`src/rtl/vga_plot_arbiter.sv`:
```
// vga_plot_arbiter: shares the single VGA plot port between three pixel producers
// (0 = map redraw, 1 = character sprite, 2 = overlay/UI). Ownership is granted
// round-robin for a whole transaction, with a one-cycle gap between owners.
// The plot outputs are registered, so a pixel appears one cycle after its strobe.
module vga_plot_arbiter #(
  parameter int         NREQ      = 3,
  parameter logic [1:0] RESET_PTR = 2'd2
) (
  input  logic                clock,
  input  logic                reset,
  input  logic [NREQ-1:0]     req,
  input  logic [NREQ-1:0]     plot_in,
  input  logic [9*NREQ-1:0]   x_in,
  input  logic [8*NREQ-1:0]   y_in,
  input  logic [3*NREQ-1:0]   color_in,
  output logic [NREQ-1:0]     grant,
  output logic [1:0]          owner,
  output logic                busy,
  output logic [8:0]          X,
  output logic [7:0]          Y,
  output logic [2:0]          color,
  output logic                drawOnVGA,
  output logic                plot_err
);

  typedef enum logic [1:0] {
    IDLE = 2'd0,
    OWN  = 2'd1,
    GAP  = 2'd2
  } state_t;

  state_t     state;
  logic [1:0] last_ptr;
  logic [2:0] pick;
  logic       sel_req;
  logic       sel_plot;
  logic [8:0] sel_x;
  logic [7:0] sel_y;
  logic [2:0] sel_c;

  // Round-robin choice: scan starting just after the last served index and
  // wrap around so the last owner has the lowest priority. Returns {found, idx}.
  function automatic logic [2:0] rr_pick(input logic [NREQ-1:0] r,
                                         input logic [1:0]      last);
    logic [2:0] result;
    logic [1:0] cand;
    result = 3'b000;
    // Walk from lowest to highest priority so the best candidate is written last.
    for (int d = NREQ; d >= 1; d--) begin
      cand = 2'((int'(last) + d) % NREQ);
      if (r[cand]) result = {1'b1, cand};
    end
    return result;
  endfunction

  assign pick = rr_pick(req, last_ptr);

  // Route the current owner's request, strobe and pixel slice to the plot path.
  always_comb begin
    sel_req  = req[0];
    sel_plot = plot_in[0];
    sel_x    = x_in[8:0];
    sel_y    = y_in[7:0];
    sel_c    = color_in[2:0];
    case (owner)
      2'd1: begin
        sel_req  = req[1];
        sel_plot = plot_in[1];
        sel_x    = x_in[17:9];
        sel_y    = y_in[15:8];
        sel_c    = color_in[5:3];
      end
      2'd2: begin
        sel_req  = req[2];
        sel_plot = plot_in[2];
        sel_x    = x_in[26:18];
        sel_y    = y_in[23:16];
        sel_c    = color_in[8:6];
      end
      default: ;
    endcase
  end

  // Ownership FSM with registered grant/owner/busy, plot outputs and the sticky error flag.
  always_ff @(posedge clock) begin
    if (reset) begin
      state     <= IDLE;
      grant     <= '0;
      owner     <= 2'd0;
      busy      <= 1'b0;
      X         <= 9'd0;
      Y         <= 8'd0;
      color     <= 3'd0;
      drawOnVGA <= 1'b0;
      plot_err  <= 1'b0;
      last_ptr  <= RESET_PTR;
    end else begin
      // A strobe from anyone without a grant is a protocol violation; its pixel is dropped.
      if (|(plot_in & ~grant)) plot_err <= 1'b1;
      drawOnVGA <= 1'b0;
      case (state)
        IDLE, GAP: begin
          if (pick[2]) begin
            grant <= NREQ'(1) << pick[1:0];
            owner <= pick[1:0];
            busy  <= 1'b1;
            state <= OWN;
          end else begin
            state <= IDLE;
          end
        end
        OWN: begin
          if (!sel_req) begin
            // Release: a strobe coinciding with the dropped request is discarded.
            grant    <= '0;
            busy     <= 1'b0;
            last_ptr <= owner;
            state    <= GAP;
          end else if (sel_plot) begin
            drawOnVGA <= 1'b1;
            X         <= sel_x;
            Y         <= sel_y;
            color     <= sel_c;
          end
        end
        default: begin
          grant <= '0;
          busy  <= 1'b0;
          state <= IDLE;
        end
      endcase
    end
  end

endmodule

```
`config.mk`:
```
export PLATFORM = sky130hd
export DESIGN_NAME = vga_plot_arbiter
export DESIGN_NICKNAME = d
export VERILOG_FILES = /design/src/rtl/vga_plot_arbiter.sv
export SDC_FILE = /design/constraint.sdc
export NUM_CORES = 1
export LEC_CHECK = 0
export BUFFER_PORTS_ARGS = -buffer_cell sky130_fd_sc_hd__buf_4
export CORE_ASPECT_RATIO = 0.5
export CORE_MARGIN = 2
export CORE_UTILIZATION = 40
export DETAILED_ROUTE_END_ITERATION = 7
export GPL_TIMING_DRIVEN = 0
export PLACE_DENSITY = 0.75
export SETUP_SLACK_MARGIN = 0.05
export SLEW_MARGIN = 20
export SYNTH_ARGS = -nofsm -noshare
export SYNTH_HDL_FRONTEND = slang
export SYNTH_SLANG_ARGS = --single-unit
```
`constraint.sdc`:
```
create_clock -name clock -period 1.75 [get_ports clock]
set_clock_uncertainty 0.05 [all_clocks]
set_input_delay 0.0875 -clock clock [delete_from_list [all_inputs] [get_ports clock]]
set_output_delay 0.0875 -clock clock [all_outputs]
set_load 0.02 [all_outputs]
```
After elaboration in Yosys (flattened, before gate mapping)
Index checks and enable logic that the tools add are counted.
W data, S select, Z words.
{"block": "word_totals", "ff_bits": 32, "latch_bits": 0, "ram_bits": 0, "rom_bits": 0, "in_bits": 68, "out_inout_bits": 28, "elab_cells": 62, "mem_count": 0}
{"block": "op_classes", "n_addsub": 3, "n_mul": 0, "n_div": 3, "order_cmp": 3, "n_eq_ne": 6, "shifts": 1, "n_mux": 24, "bitwise_logic": 4, "reduce_logical": 8}
{"cell": "$mod A32 B3 Y32 const B", "count": 3}
{"cell": "$pmux W9 S2", "count": 1}
{"cell": "$pmux W8 S2", "count": 1}
{"cell": "$mux W3", "count": 5}
{"cell": "$pmux W3 S2", "count": 2}
{"cell": "$lt A2 B3 Y1 const B", "count": 3}
{"cell": "$mux W1", "count": 7}
{"cell": "$add A2 B2 Y3 const B", "count": 2}
{"cell": "$bmux W1 S2", "count": 3}
{"cell": "$pmux W1 S2", "count": 3}
{"cell": "$reduce_and A2 Y1", "count": 3}
{"cell": "$reduce_or A3 Y1", "count": 2}
{"cell": "$eq A2 B1 Y1 const B", "count": 2}
{"cell": "$eq A2 B2 Y1 const B", "count": 2}
{"cell": "$ne A2 B2 Y1 const B", "count": 2}
{"cell": "$pmux W2 S2", "count": 1}
{"cell": "$add A2 B1 Y3 const B", "count": 1}
{"cell": "$and A3 B3 Y3", "count": 1}
{"cell": "$not A3 Y3", "count": 1}
{"cell": "$reduce_and A3 Y1", "count": 1}
{"cell": "$shl A1 B2 Y3 const A", "count": 1}
{"cell": "$logic_not A2 Y1", "count": 1}
{"cell": "$mux W2", "count": 1}
{"cell": "$not A1 Y1", "count": 2}
{"cell": "$reduce_or A2 Y1", "count": 1}

Depth between registers and ports, before layout
{"block": "depth", "depth_word": 10, "mapped_depth": 9, "mapped_depth_nobuf": 7}

Worst setup path before layout
No wires, ideal clock.
{"block": "synth_timing", "path_kind": "register to register", "from": "register owner[0]", "to": "register X[7]", "setup_time_ns": 0.128, "arrival_ns": 1.873, "required_time_ns": 1.572, "path_slack_ns": -0.300, "path_stages_with_launch": 10, "path_buffers": 2, "synth_period_minus_slack_ns": 2.050, "path_cell_list": "dfxtp_1 inv_1 ha_1 clkbuf_1 nand2b_1 o211ai_1 nor3_1 buf_4 mux2i_1 nor2_1"}
{"block": "synth_between", "elab_chain_len": 3, "elab_cells_between_ends": 6, "classes_between": "eq/ne (2); mux (3); reduce/logical (1)"}
{"item": "start: declaration", "line_no": "17", "text": "output logic [1:0] owner,"}
{"item": "start signal: assignment", "line_no": "105", "text": "owner <= pick[1:0];"}
{"item": "$eq A2 B2 Y1 / $eq A2 B1 Y1 (equally long branches)", "line_no": "65", "text": "case (owner)"}
{"item": "$pmux W1 S2", "line_no": "65"}
{"item": "$reduce_and A3 Y1 (no source line)"}
{"item": "end signal: assignment", "line_no": "121", "text": "X <= sel_x;"}
{"item": "end: declaration", "line_no": "19", "text": "output logic [8:0] X,"}
Several ways; a longest one is shown, not always the timed one.
A chain may end at the register's enable or synchronous reset.

Final worst setup path
{"block": "layout_timing", "from": "register owner[0]", "to": "register color[0]"}
{"block": "layout_between", "elab_chain_len": 3, "elab_cells_between_ends": 6, "classes_between": "eq/ne (2); mux (3); reduce/logical (1)"}
{"item": "$eq A2 B2 Y1 / $eq A2 B1 Y1 (equally long branches)", "line_no": "65"}
{"item": "$pmux W1 S2", "line_no": "65"}
{"item": "$reduce_and A3 Y1 (no source line)"}
{"item": "end signal: assignment", "line_no": "123", "text": "color <= sel_c;"}
{"item": "end: declaration", "line_no": "21", "text": "output logic [2:0] color,"}
Several ways; a longest one is shown, not always the timed one.

==> results.toml <==
[grt]
grt_max_degree = 11
grt_usage_pct = 22.34
overflow = 0
grt_first_pass_wirelength_um = 8956
antenna_found_initial = 0
grt_pass1_vias = 1952

[drt]
wl_per_cell_um = 14.97
vias = 2080
drt_wl_total_um = 5928
drcViolationCount = 0
antenna_left = 0
drt_pre_antenna_iters = 4
via_per_inst = 5.253
first_iter_violations = 121

[synth]
synth-edff-count = 0
yosys.cell_types.count = 31
yosysMostFrequentCell = "dfxtp_1"
yosys.area.top_type_share_pct = 35.68
synth_area_leader_cell = "dfxtp_1"
yosysSeqAreaShare_pct = 35.68
syn_nets = 298
synth_async_sr_flop_share_pct = 0
yosys_register_bits = 32
synth_common_cells = "32 x dfxtp_1, 27 x nand2_1, 24 x nor2_1, 22 x mux2i_1, 20 x a22oi_1"
syn_area_mm2 = 0.001795
yosys-top-cells-area = "dfxtp_1 36%, mux2i_1 12%, a22oi_1 8.4%, nand2_1 5.6%, o21ai_0 5.3%"
synthFlopType = "dfxtp_1"
avgSynthCellArea_um2 = 8.016
ys_warn_count = 0
synthCells = 224

[status]
status = "finished, violations left"
violations = "negative setup slack"

[placed_design]
pre_cts_ws_ps = -283.0
dp_hpwl_um = 4155
portBuffers = 94
gp_congestion = 0.8511
placed_cell_area_mm2 = 0.002660

[sta]
slew_violations = 0
tightestPinTransition_ps = 552.0
fmax_ghz = 0.5260
rsz0062_at_grt = "yes"
setup_violations = 24
fin_crit_sh_pct = 108.6
finalSetupTns_ps = -2403
min_period_ps = 1901
setup_slack_ps = -151.1
final_hold_viol_count = 0
fin_hold_ws_ps = 74.55
slew_headroom_pct = 63.20

[pwr]
ir_worst_vdd_uv = 397.8
p_leak_nw = 1.331
finalPower_mw = 2.682
power_density_mw_per_mm2 = 878.5

[die]
io_pins = 96
die_w_um = 98.75
core_mm2 = 0.004360
die-area_mm2 = 0.005073
dieHeight_um = 51.38
start_util_pct = 41.18
core.rowCount = 17

[cells_and_area]
antenna_cells = 0
final_design_area_no_fill_mm2 = 0.003053
final_nets = 413
drive_gt1_share_pct = 46.02
area_growth_pct = 70.03

[setup_path]
slowest_stage = "dfxtp_4"
worstSetupStartpointType = "flop"
critPathBufInv = 3
cp_data_required_time_ps = 1860
setup.worst_path.start = "owner[0]"
endpoint_kind = "flop"
critPathKind = "reg2reg"
path_delay_family = "compound AO/OA/AOI/OAI gates"
cp_common_cell = "buf_6"
timing.rr.start = "owner[0]"
cp_slowest_stage_delay_ps = 390
crit_chain = "inv_2, ha_4, a22o_1, o211ai_1, nor3_2, buf_6, buf_6, mux2i_1, nor2_1"
worstPathMaxFanout = 5
r2r_slack_ps = -150
cp.arrival_ps = 2010

[clock_tree]
cts_tree = "yes"
cts_buffers = 5
clock-root-buffer = "clkbuf_8"
cts_sinks = 32
h-tree-depth = 2
cts.clk_slew.worst_paths_ps = 70
clk_latency_ps = 280
cts_buffer_depth = 2

[worst_hold_path]
hold_class = "in2reg"
hp-start = "plot_in[0]"

[job]
max-cap-violations = 0
-- area by class of cell --
cell class	count	area, um^2
Buffer	15	91.34
Clock buffer	7	96.34
Fill cell	330	1308
Inverter	7	28.78
Multi-Input combinational cell	169	1254
Sequential cell	32	655.6
Tap cell	57	71.32
Timing Repair Buffer	109	855.8
-- registers in the layout, indices dropped and copies added, names as in the netlist, 2 cells and up --
signal    count
grant         3
last_ptr      2
owner         2
color         3
state         2
X             9
Y             8
-- stage by stage --
| step | std cells | utilization (%) |
|---|---|---|
| after global placement | 375 | 61.00 |
| after floorplan | 224 | - |
| after global routing | 396 | 70.01 |
| final | 396 | 70.01 |
| after detailed placement | 375 | 61.00 |
| after CTS | 394 | 68.81 |
-- final timing paths --
| path | end | depth (start not counted) |
|---|---|---|
| max | color[0] | 9 |
| min | plot_err | 3 |
| max reg2reg | color[0] | 9 |
| min reg2reg | X[8] | 2 |
-- per-layer routing --
layer / GRT usage [%] / vias up / wire, um
met3: 4.104 / 11 / 266
met1: 28.41 / 981 / 2682
met5: 0 / - / 0
met2: 38.85 / 68 / 2889
met4: 7.306 / 0 / 90
li1: - / 1020 / -
-- worst min-delay path, stage by stage --
cell and delay (ps):
buf_4 110, nand2b_1 60, a31oi_1 80
-- timing repair --
item                                    CTS  global route
hold buffers                              0             0
cloned                                    3             0
buffers inserted                         10             3
resized for setup                        33            10
pin swaps                                 6             4
endpoints found under the setup margin   25            30
-- kinds of logic (layout without fill, tap and decap cells) --
family | after synthesis | count (layout) | synth area share, %
AND/OR/NAND/NOR | 72 | 72 | 17.84
AO/OA/AOI/OAI | 69 | 69 | 24.81
flip-flops | 32 | 32 | 35.68
buffers and inverters | 23 | 138 | 5.226
multiplexers | 22 | 22 | 12.26
adder cells (fa/ha/maj) | 6 | 6 | 4.181
-- where the power goes --
| group | total [mW] | leakage, nW | switching [mW] | internal (mW) |
|---|---|---|---|---|
| clock network | 0.616 | 0.0503 | 0.266 | 0.350 |
| registers | 0.869 | 0.263 | 0.0615 | 0.808 |
| logic | 1.20 | 1.02 | 0.607 | 0.590 |
-- cells in the final DEF (no fill, tap or decap), drive strengths merged, types with 2 or more instances in the layout --
master	count
dfxtp	32
a21oi	8
inv	7
nor2b	4
ha	6
o21ai	26
o22ai	3
a22oi	21
nand2b	12
mux2i	22
nor2	24
buf	110
clkbuf	21
nand3	2
a21boi	2
nand2	27
a31oi	2
(Power assumes the default switching activity.)
